$ cat src/rtl/register_bank_streamer.sv
// Debug-path serializer: walks a register bank over [first, last] and hands one
// {prefix, stamp, index, value} frame per register to the UART writer.
module register_bank_streamer #(
  parameter int unsigned              UART_BUS_SIZE  = 8,
  parameter int unsigned              REGISTER_SIZE  = 32,
  parameter int unsigned              REGISTER_COUNT = 32,
  parameter int unsigned              PREFIX_SIZE    = 8,
  parameter logic [PREFIX_SIZE-1:0]   PREFIX         = 8'h52,
  localparam int unsigned             DATA_OUT_SIZE  = PREFIX_SIZE + 2*UART_BUS_SIZE + REGISTER_SIZE
) (
  input  logic                                    i_clk,
  input  logic                                    i_reset,
  input  logic                                    i_start,
  input  logic                                    i_abort,
  input  logic                                    i_skip_zero,
  input  logic [UART_BUS_SIZE-1:0]                i_first,
  input  logic [UART_BUS_SIZE-1:0]                i_last,
  input  logic [REGISTER_COUNT*REGISTER_SIZE-1:0] i_registers,
  input  logic [UART_BUS_SIZE-1:0]                i_clk_cicle,
  input  logic                                    i_wr_end,
  output logic                                    o_start_wr,
  output logic [DATA_OUT_SIZE-1:0]                o_data_wr,
  output logic                                    o_busy,
  output logic                                    o_end,
  output logic                                    o_aborted,
  output logic [UART_BUS_SIZE:0]                  o_count
);

  // Index is one bit wider than the bus so last = 2**UART_BUS_SIZE-1 cannot wrap.
  localparam int unsigned            IW        = UART_BUS_SIZE + 1;
  localparam logic [IW-1:0]          IDX_ONE   = IW'(1);
  localparam logic [IW-1:0]          REG_COUNT = IW'(REGISTER_COUNT);
  localparam logic [IW-1:0]          LAST_MAX  = IW'(REGISTER_COUNT - 1);

  typedef enum logic [1:0] {StIdle, StScan, StGuard, StWait} state_t;

  state_t                     r_state, w_state_next;
  logic [IW-1:0]              r_idx, w_idx_next;
  logic [IW-1:0]              r_last, w_last_next;
  logic                       r_skip, w_skip_next;
  logic [UART_BUS_SIZE-1:0]   r_stamp, w_stamp_next;
  logic [DATA_OUT_SIZE-1:0]   r_data, w_data_next;
  logic                       r_start_wr, w_start_wr_next;
  logic                       r_end, w_end_next;
  logic                       r_aborted, w_aborted_next;
  logic [IW-1:0]              r_count, w_count_next;

  logic [REGISTER_SIZE-1:0]   w_reg_val;
  logic                       w_scan_done;
  logic                       w_skip_reg;
  logic [IW-1:0]              w_first_ext;
  logic [IW-1:0]              w_last_ext;
  logic [IW-1:0]              w_last_clamped;

  // Live register read; out-of-range indices read as zero and are never emitted.
  always_comb begin
    w_reg_val = '0;
    for (int unsigned r = 0; r < REGISTER_COUNT; r++) begin
      if (r_idx == IW'(r)) begin
        w_reg_val = i_registers[r*REGISTER_SIZE +: REGISTER_SIZE];
      end
    end
  end

  assign w_scan_done    = (r_idx > r_last) || (r_idx >= REG_COUNT);
  assign w_skip_reg     = r_skip && (w_reg_val == '0);
  assign w_first_ext    = {1'b0, i_first};
  assign w_last_ext     = {1'b0, i_last};
  assign w_last_clamped = (w_last_ext > LAST_MAX) ? LAST_MAX : w_last_ext;

  always_ff @(posedge i_clk) begin
    if (i_reset) begin
      r_state    <= StIdle;
      r_idx      <= '0;
      r_last     <= '0;
      r_skip     <= 1'b0;
      r_stamp    <= '0;
      r_data     <= '0;
      r_start_wr <= 1'b0;
      r_end      <= 1'b0;
      r_aborted  <= 1'b0;
      r_count    <= '0;
    end else begin
      r_state    <= w_state_next;
      r_idx      <= w_idx_next;
      r_last     <= w_last_next;
      r_skip     <= w_skip_next;
      r_stamp    <= w_stamp_next;
      r_data     <= w_data_next;
      r_start_wr <= w_start_wr_next;
      r_end      <= w_end_next;
      r_aborted  <= w_aborted_next;
      r_count    <= w_count_next;
    end
  end

  always_comb begin
    w_state_next = r_state;
    unique case (r_state)
      StIdle: begin
        if (i_start) w_state_next = StScan;
      end
      StScan: begin
        if (i_abort || w_scan_done) w_state_next = StIdle;
        else if (!w_skip_reg)       w_state_next = StGuard;
      end
      // wr_end is deliberately ignored here so a stale pulse cannot advance the walk.
      StGuard: begin
        w_state_next = i_abort ? StIdle : StWait;
      end
      StWait: begin
        if (i_abort)       w_state_next = StIdle;
        else if (i_wr_end) w_state_next = StScan;
      end
      default: w_state_next = StIdle;
    endcase
  end

  always_comb begin
    w_idx_next      = r_idx;
    w_last_next     = r_last;
    w_skip_next     = r_skip;
    w_stamp_next    = r_stamp;
    w_data_next     = r_data;
    w_start_wr_next = 1'b0;
    w_end_next      = r_end;
    w_aborted_next  = r_aborted;
    w_count_next    = r_count;
    unique case (r_state)
      StIdle: begin
        if (i_start) begin
          w_idx_next     = w_first_ext;
          w_last_next    = w_last_clamped;
          w_skip_next    = i_skip_zero;
          w_stamp_next   = i_clk_cicle;
          w_end_next     = 1'b0;
          w_aborted_next = 1'b0;
          w_count_next   = '0;
        end
      end
      StScan: begin
        if (i_abort) begin
          w_end_next     = 1'b1;
          w_aborted_next = 1'b1;
        end else if (w_scan_done) begin
          w_end_next = 1'b1;
        end else if (w_skip_reg) begin
          w_idx_next = r_idx + IDX_ONE;
        end else begin
          w_data_next     = {PREFIX, r_stamp, r_idx[UART_BUS_SIZE-1:0], w_reg_val};
          w_start_wr_next = 1'b1;
          w_count_next    = r_count + IDX_ONE;
          w_idx_next      = r_idx + IDX_ONE;
        end
      end
      StGuard, StWait: begin
        if (i_abort) begin
          w_end_next     = 1'b1;
          w_aborted_next = 1'b1;
        end
      end
      default: ;
    endcase
  end

  assign o_start_wr = r_start_wr;
  assign o_data_wr  = r_data;
  assign o_busy     = (r_state != StIdle);
  assign o_end      = r_end;
  assign o_aborted  = r_aborted;
  assign o_count    = r_count;

endmodule

$ cat config.mk
export PLATFORM = sky130hd
export DESIGN_NAME = register_bank_streamer
export DESIGN_NICKNAME = d
export VERILOG_FILES = /design/src/rtl/register_bank_streamer.sv
export SDC_FILE = /design/constraint.sdc
export NUM_CORES = 1
export LEC_CHECK = 0
export CAP_MARGIN = 10
export CELL_PAD_IN_SITES_DETAIL_PLACEMENT = 0
export CELL_PAD_IN_SITES_GLOBAL_PLACEMENT = 1
export CORE_AREA = 2 2 442 444
export DETAILED_ROUTE_END_ITERATION = 10
export DIE_AREA = 0 0 444 446
export GPL_TIMING_DRIVEN = 1
export PLACE_DENSITY = 0.48
export REMOVE_ABC_BUFFERS = 1
export SYNTH_ARGS = -nofsm -noshare
export SYNTH_HDL_FRONTEND = slang
export SYNTH_SLANG_ARGS = --single-unit
$ cat constraint.sdc
create_clock -name i_clk -period 7.2 [get_ports i_clk]
set_input_delay 1.44 -clock i_clk [delete_from_list [all_inputs] [get_ports i_clk]]
set_output_delay 1.44 -clock i_clk [all_outputs]
set_load 0.01 [all_outputs]
==> results of run 1 <==
==> sequential cells by signal (all words and copies together), names as in the netlist <==
signal	count
o_data_wr	49
o_count	9
r_idx	9
r_last	8
r_stamp	8
r_state	2
o_aborted	1
o_end	1
o_start_wr	1
r_skip	1
==> how the worst min path moves through the flow <==
| stage | startpoint | end | slack [ps] | cells after the start |
|---|---|---|---|---|
| final | r_stamp[2] | r_stamp[2] | 460 | 2 |
| after global routing | r_stamp[4] | r_stamp[4] | 480 | 2 |
| after CTS | r_stamp[2] | r_stamp[2] | 460 | 2 |
| after detailed placement | r_last[6] | r_last[6] | 450 | 2 |
| after global placement | r_last[5] | r_last[5] | 450 | 2 |
| after floorplan | r_last[5] | r_last[5] | 420 | 2 |
==> synthesized netlist by cell type, drive strengths merged (23+ instances only) <==
cell type	n	area, um^2
clkbuf	191	718
dfxtp	89	1780
a31oi	38	238
o2bb2ai	23	201
or3	27	169
buf	84	427
a221oi	56	490
o211ai	54	405
nand3	81	405
a21oi	250	1250
a211oi	49	373
nor2b	37	231
o21ai	247	1250
nor3	84	442
nor4	24	165
nand2	292	1100
nand2b	50	313
mux2i	42	420
o221ai	48	420
o21a	34	255
inv	31	116
a22oi	55	413
o22ai	92	576
nor2	241	910
==> metal layers <==
metal	vias up	wire, um
met3	515	27200
met1	15900	117000
met2	2218	138000
met5	-	842
met4	126	14000
li1	12500	-
==> logic make-up (layout without fill, tap and decap cells) <==
logic type	Yosys count	in the layout
other	1	76
and+or+nand+nor	979	979
DFF	89	89
xor gates and xnor gates	2	2
muxes	42	42
adders and majority gates	13	13
AOI/OAI and AO/OA	1199	1199
buffers and inverters	307	1386
==> through the flow <==
step | area [um^2] | instances | setup WS [ps] | power (W)
floorplan | 15500 | 2361 | -3270 | 0.00156
global placement | 31900 | 6240 | 539 | 0.00385
detailed placement | 31900 | 6240 | 601 | 0.00384
CTS | 32200 | 6256 | 538 | 0.00445
global route | 32300 | 6302 | 313 | 0.00454
finish | 32400 | 6328 | 253 | 0.00449
==> report_power, final <==
group | internal [W] | switching, W | total, W
clock network | 0.000310 | 0.000300 | 0.000610
registers | 0.000514 | 0.0000477 | 0.000562
logic | 0.00116 | 0.00216 | 0.00332
==> critical path, stage by stage (launching register included) <==
cell	delay, ps
dfxtp_1	510
or4_2	1100
nor3_2	920
buf_4	520
nand2_1	280
nand3b_1	200
a221oi_1	250
or4_1	590
a311oi_1	1090
nor4b_1	180
nand4b_1	190
buf_4	160
o21ai_4	60
buf_4	260
or3_1	340
a21oi_1	130
==> area by class of cell <==
cell class	instances	area, um^2	share of cell area
Antenna cell	71	178	0.00549
Clock buffer	10	229	0.00707
Clock inverter	6	96.3	0.00298
Inverter	32	128	0.00394
Multi-Input combinational cell	2240	13800	0.426
Sequential cell	89	1790	0.0554
Tap cell	2542	3180	0.0983
Timing Repair Buffer	1338	13000	0.400
==> reports/results.ini, run 1 <==
[status]
outcome = completed

[logic_synthesis]
synth_cell_types = 91
async_flop_share = 0
ys.warnings.count = 0
syn-cell-area_um2 = 16600
synth_flop_cell = dfxtp_1
synthCells = 2632
ys_seq_area_frac = 0.107
synth-edff-count = 0
syn_avg_cell_area_um2 = 6.30
synth_compound_area_frac = 0.491
synth_fa_ha_area_frac = 0.00981
synthMuxAreaShare = 0.0253
yosys_register_bits = 89
synthSimpleGateAreaFrac = 0.289
synth_top_family_by_area = compound AO/OA/AOI/OAI gates
yosys.area_share.xor_xnor = 0.00106

[worst_setup_path]
r2r-end = o_count[1]
worstPathMaxFanout = 22
startpoint = r_idx[5]
reg2reg_depth = 15
cp-endpoint = o_count[1]
worstPathArrival_ps = 7290
critPathKind = reg2reg
cp.required_ps = 7550
rrSetupSlack_ps = 250
r2r-start = r_idx[5]
critPathLaunchType = flip-flop
end_kind = flip-flop

[global_routing]
met2_usage = 0.474
grt_use_total = 0.285
gr-usage-met3 = 0.0847
grt_start_max_net_pins = 71
antenna_found_initial = 175
grt_first_pass_wirelength_um = 364000
grt_pass1_vias = 30300
overflow = 0
use_met1 = 0.342
grt_busiest_layer = met2

[detailed_routing]
drt_wl_total_um = 297000
antenna_left = 0
drc_errors = 0
wl_per_cell_um = 46.9
num_vias = 31300
initialDrtViolationCount = 3904
firstDrtPassIters = 8
viasPerCell = 4.94

[timing]
worstMarginPinSlew_ps = 1440
period_minus_slack_ps = 6950
period_share = 0.965
fmax_ghz = 0.144
hold_viol = 0
fin_tns_setup_ps = 0
setup_viol = 0
slew_viol_final = 0
skew_ps = 17.3
whs_ps = 460
relSlewSlack = 0.0396
rsz0062_at_grt = no

[floorplanning]
die_area_um2 = 198000
pin_count = 1123
dieHeight_um = 446
rows = 162
fp.coreArea_um2 = 194000
die_w_um = 444
initial_core_util = 0.0857

[clocking]
clk_pin_slew_worst_paths_ps = 90
htree_levels = 3
clock_latency_ps = 430
clockBufferDepth = 2
cts_buffers = 9
cts_sinks = 89
cts_tree = done
cts_setup_buffers = 0
hold_buffers = 0
post_cts_resized = 0
root_buffer = clkbuf_16

[final_layout]
area_growth_pct = 95.1
fillers = 22300
drive_gt1_frac = 0.0872
final_common_cell = clkdlybuf4s50_1
final_cell_mix = 1116 x clkdlybuf4s50_1, 291 x nand2_1, 250 x a21oi_1, 241 x o21ai_0, 229 x nor2_1
finalNetCount = 4777
fin_util = 0.167

[power_and_ir_drop]
vdd_drop_max_uv = 123
power_density_nw_per_um2 = 139
leakage_nw = 10.7

[run]
drv_cap = 0

[placed_design]
dp_hpwl_um = 251000
place.gp.congestion = 0.988
io_buffer_count = 1117

[hold_path]
holdCritPathClass = reg2reg

(Power assumes the default switching activity.)
==> inputs of run 2 (changes only) <==
--- a/config.mk
+++ b/config.mk
@@ -13,6 +13,7 @@
 export DIE_AREA = 0 0 444 446
 export GPL_TIMING_DRIVEN = 1
 export PLACE_DENSITY = 0.48
+export RECOVER_POWER = 50
 export REMOVE_ABC_BUFFERS = 1
 export SYNTH_ARGS = -nofsm -noshare
 export SYNTH_HDL_FRONTEND = slang
==> run 2 against run 1 <==
Count of clock-buffer cells in the layout did not move. Wire length about the same. Global-route usage unchanged.
==> reports/results.ini, run 2 (synthesis results as in run 1) <==
[timing]
setup_viol = 0
rsz0062_at_grt = no
period_minus_slack_ps = 6940
fin_tns_setup_ps = 0
fmax_ghz = 0.144
skew_ps = 15.1
period_share = 0.963
slew_viol_final = 0
relSlewSlack = 0.0376
whs_ps = 462
setup_slack_ps = 265
worstMarginPinSlew_ps = 1440
hold_viol = 0

[final_layout]
final_common_cell = clkdlybuf4s50_1
finalNetCount = 4777
largest_register_ffs = 49
design_area_um2 = 32400
register_area_um2 = 1790
multi_input_comb_area_um2 = 13800
fillers = 22300
area_growth_pct = 95.1
drive_gt1_frac = 0.0869
final_cell_mix = 1057 x clkdlybuf4s50_1, 291 x nand2_1, 250 x a21oi_1, 241 x o21ai_0, 229 x nor2_1

[floorplanning]
initial_core_util = 0.0857
fp.coreArea_um2 = 194000
pin_count = 1123
die_w_um = 444
dieHeight_um = 446
rows = 162
die_area_um2 = 198000

[power_and_ir_drop]
vdd_drop_max_uv = 123
leakage_nw = 10.9
power_density_nw_per_um2 = 139

[placed_design]
pre_cts_ws_ps = 601
dp_hpwl_um = 251000
io_buffer_count = 1117
place_area_um2 = 31900
place.gp.congestion = 0.988

[detailed_routing]
firstDrtPassIters = 6
drt_wl_total_um = 297000
viasPerCell = 4.93
antenna_left = 0
wl_per_cell_um = 46.9
num_vias = 31200
drc_errors = 0
initialDrtViolationCount = 3949

[global_routing]
grt_pass1_vias = 30300
antenna_found_initial = 176
overflow = 0
grt_start_max_net_pins = 71
grt_use_total = 0.285
grt_first_pass_wirelength_um = 364000

[run]
drv_cap = 0

[hold_path]
worstHoldPathCells = 2
holdCritPathClass = reg2reg
min_from = r_stamp[2]

[clocking]
clk_pin_slew_worst_paths_ps = 90
clock_latency_ps = 430
cts_sinks = 89
htree_levels = 3
clockBufferDepth = 2
cts_tree = done
hold_buffers = 0
cts_buffers = 9
post_cts_resized = 0
root_buffer = clkbuf_16
cts_setup_buffers = 0

[worst_setup_path]
cp.required_ps = 7540
startpoint = r_idx[5]
critPathKind = reg2reg
reg2reg_depth = 15
critPathLaunchType = flip-flop
r2r-start = r_idx[5]
end_kind = flip-flop
worstPathMaxFanout = 22
worstPathArrival_ps = 7280

[status]
outcome = completed

[run 2: cell types whose count changed in the layout (fill, tap and decap cells not counted)]
cell             previous run  this run
buf_4                     212       211
diode_2                    71        72
clkdlybuf4s50_1          1116      1057
clkbuf_1                    1         2
dlygate4sd3_1               0        59
[run 2: metrics by stage]
stage | power [W] | cells | util
after global routing | 0.00454 | 6302 | 0.167
after global placement | 0.00385 | 6240 | 0.165
after floorplan | 0.00156 | 2361 | -
after CTS | 0.00445 | 6256 | 0.166
after detailed placement | 0.00384 | 6240 | 0.165
final | 0.00449 | 6329 | 0.167
[run 2: final timing paths]
| check | endpoint | slack (ps) |
|---|---|---|
| max | o_count[1] | 260 |
| min | r_stamp[2] | 460 |
| max reg2reg | o_count[1] | 260 |
| min reg2reg | r_stamp[2] | 460 |
[run 2: critical path, cell delays in order (launching register included)]
cell and delay [ps]:
dfxtp_1 510, or4_2 1100, nor3_2 920, buf_4 510, nand2_1 280, nand3b_1 210
a221oi_1 250, or4_1 600, a311oi_1 1070, nor4b_1 190, nand4b_1 180, buf_4 160
o21ai_4 60, buf_4 260, or3_1 340, a21oi_1 130
[run 2: layer usage]
metal,track usage,routed length (um)
met1,0.342,118000
met2,0.474,138000
met3,0.0847,26200
met4,0.116,13800
met5,0,846
[run 2: layout make-up]
cell class,instances,share of cell area
timing repair buffer,1338,0.400
sequential,89,0.0554
multi-input combinational,2240,0.426
inverter,32,0.00394
clock inverter,6,0.00298
tap,2542,0.0983
antenna,72,0.00557
clock buffer,10,0.00707
[run 2: report_power, final]
part	switching [W]	leakage, nW	internal (W)
clock	0.000299	0.156	0.000310
sequential	0.0000477	0.724	0.000514
combinational	0.00216	10.0	0.00115
total	0.00251	10.9	0.00198
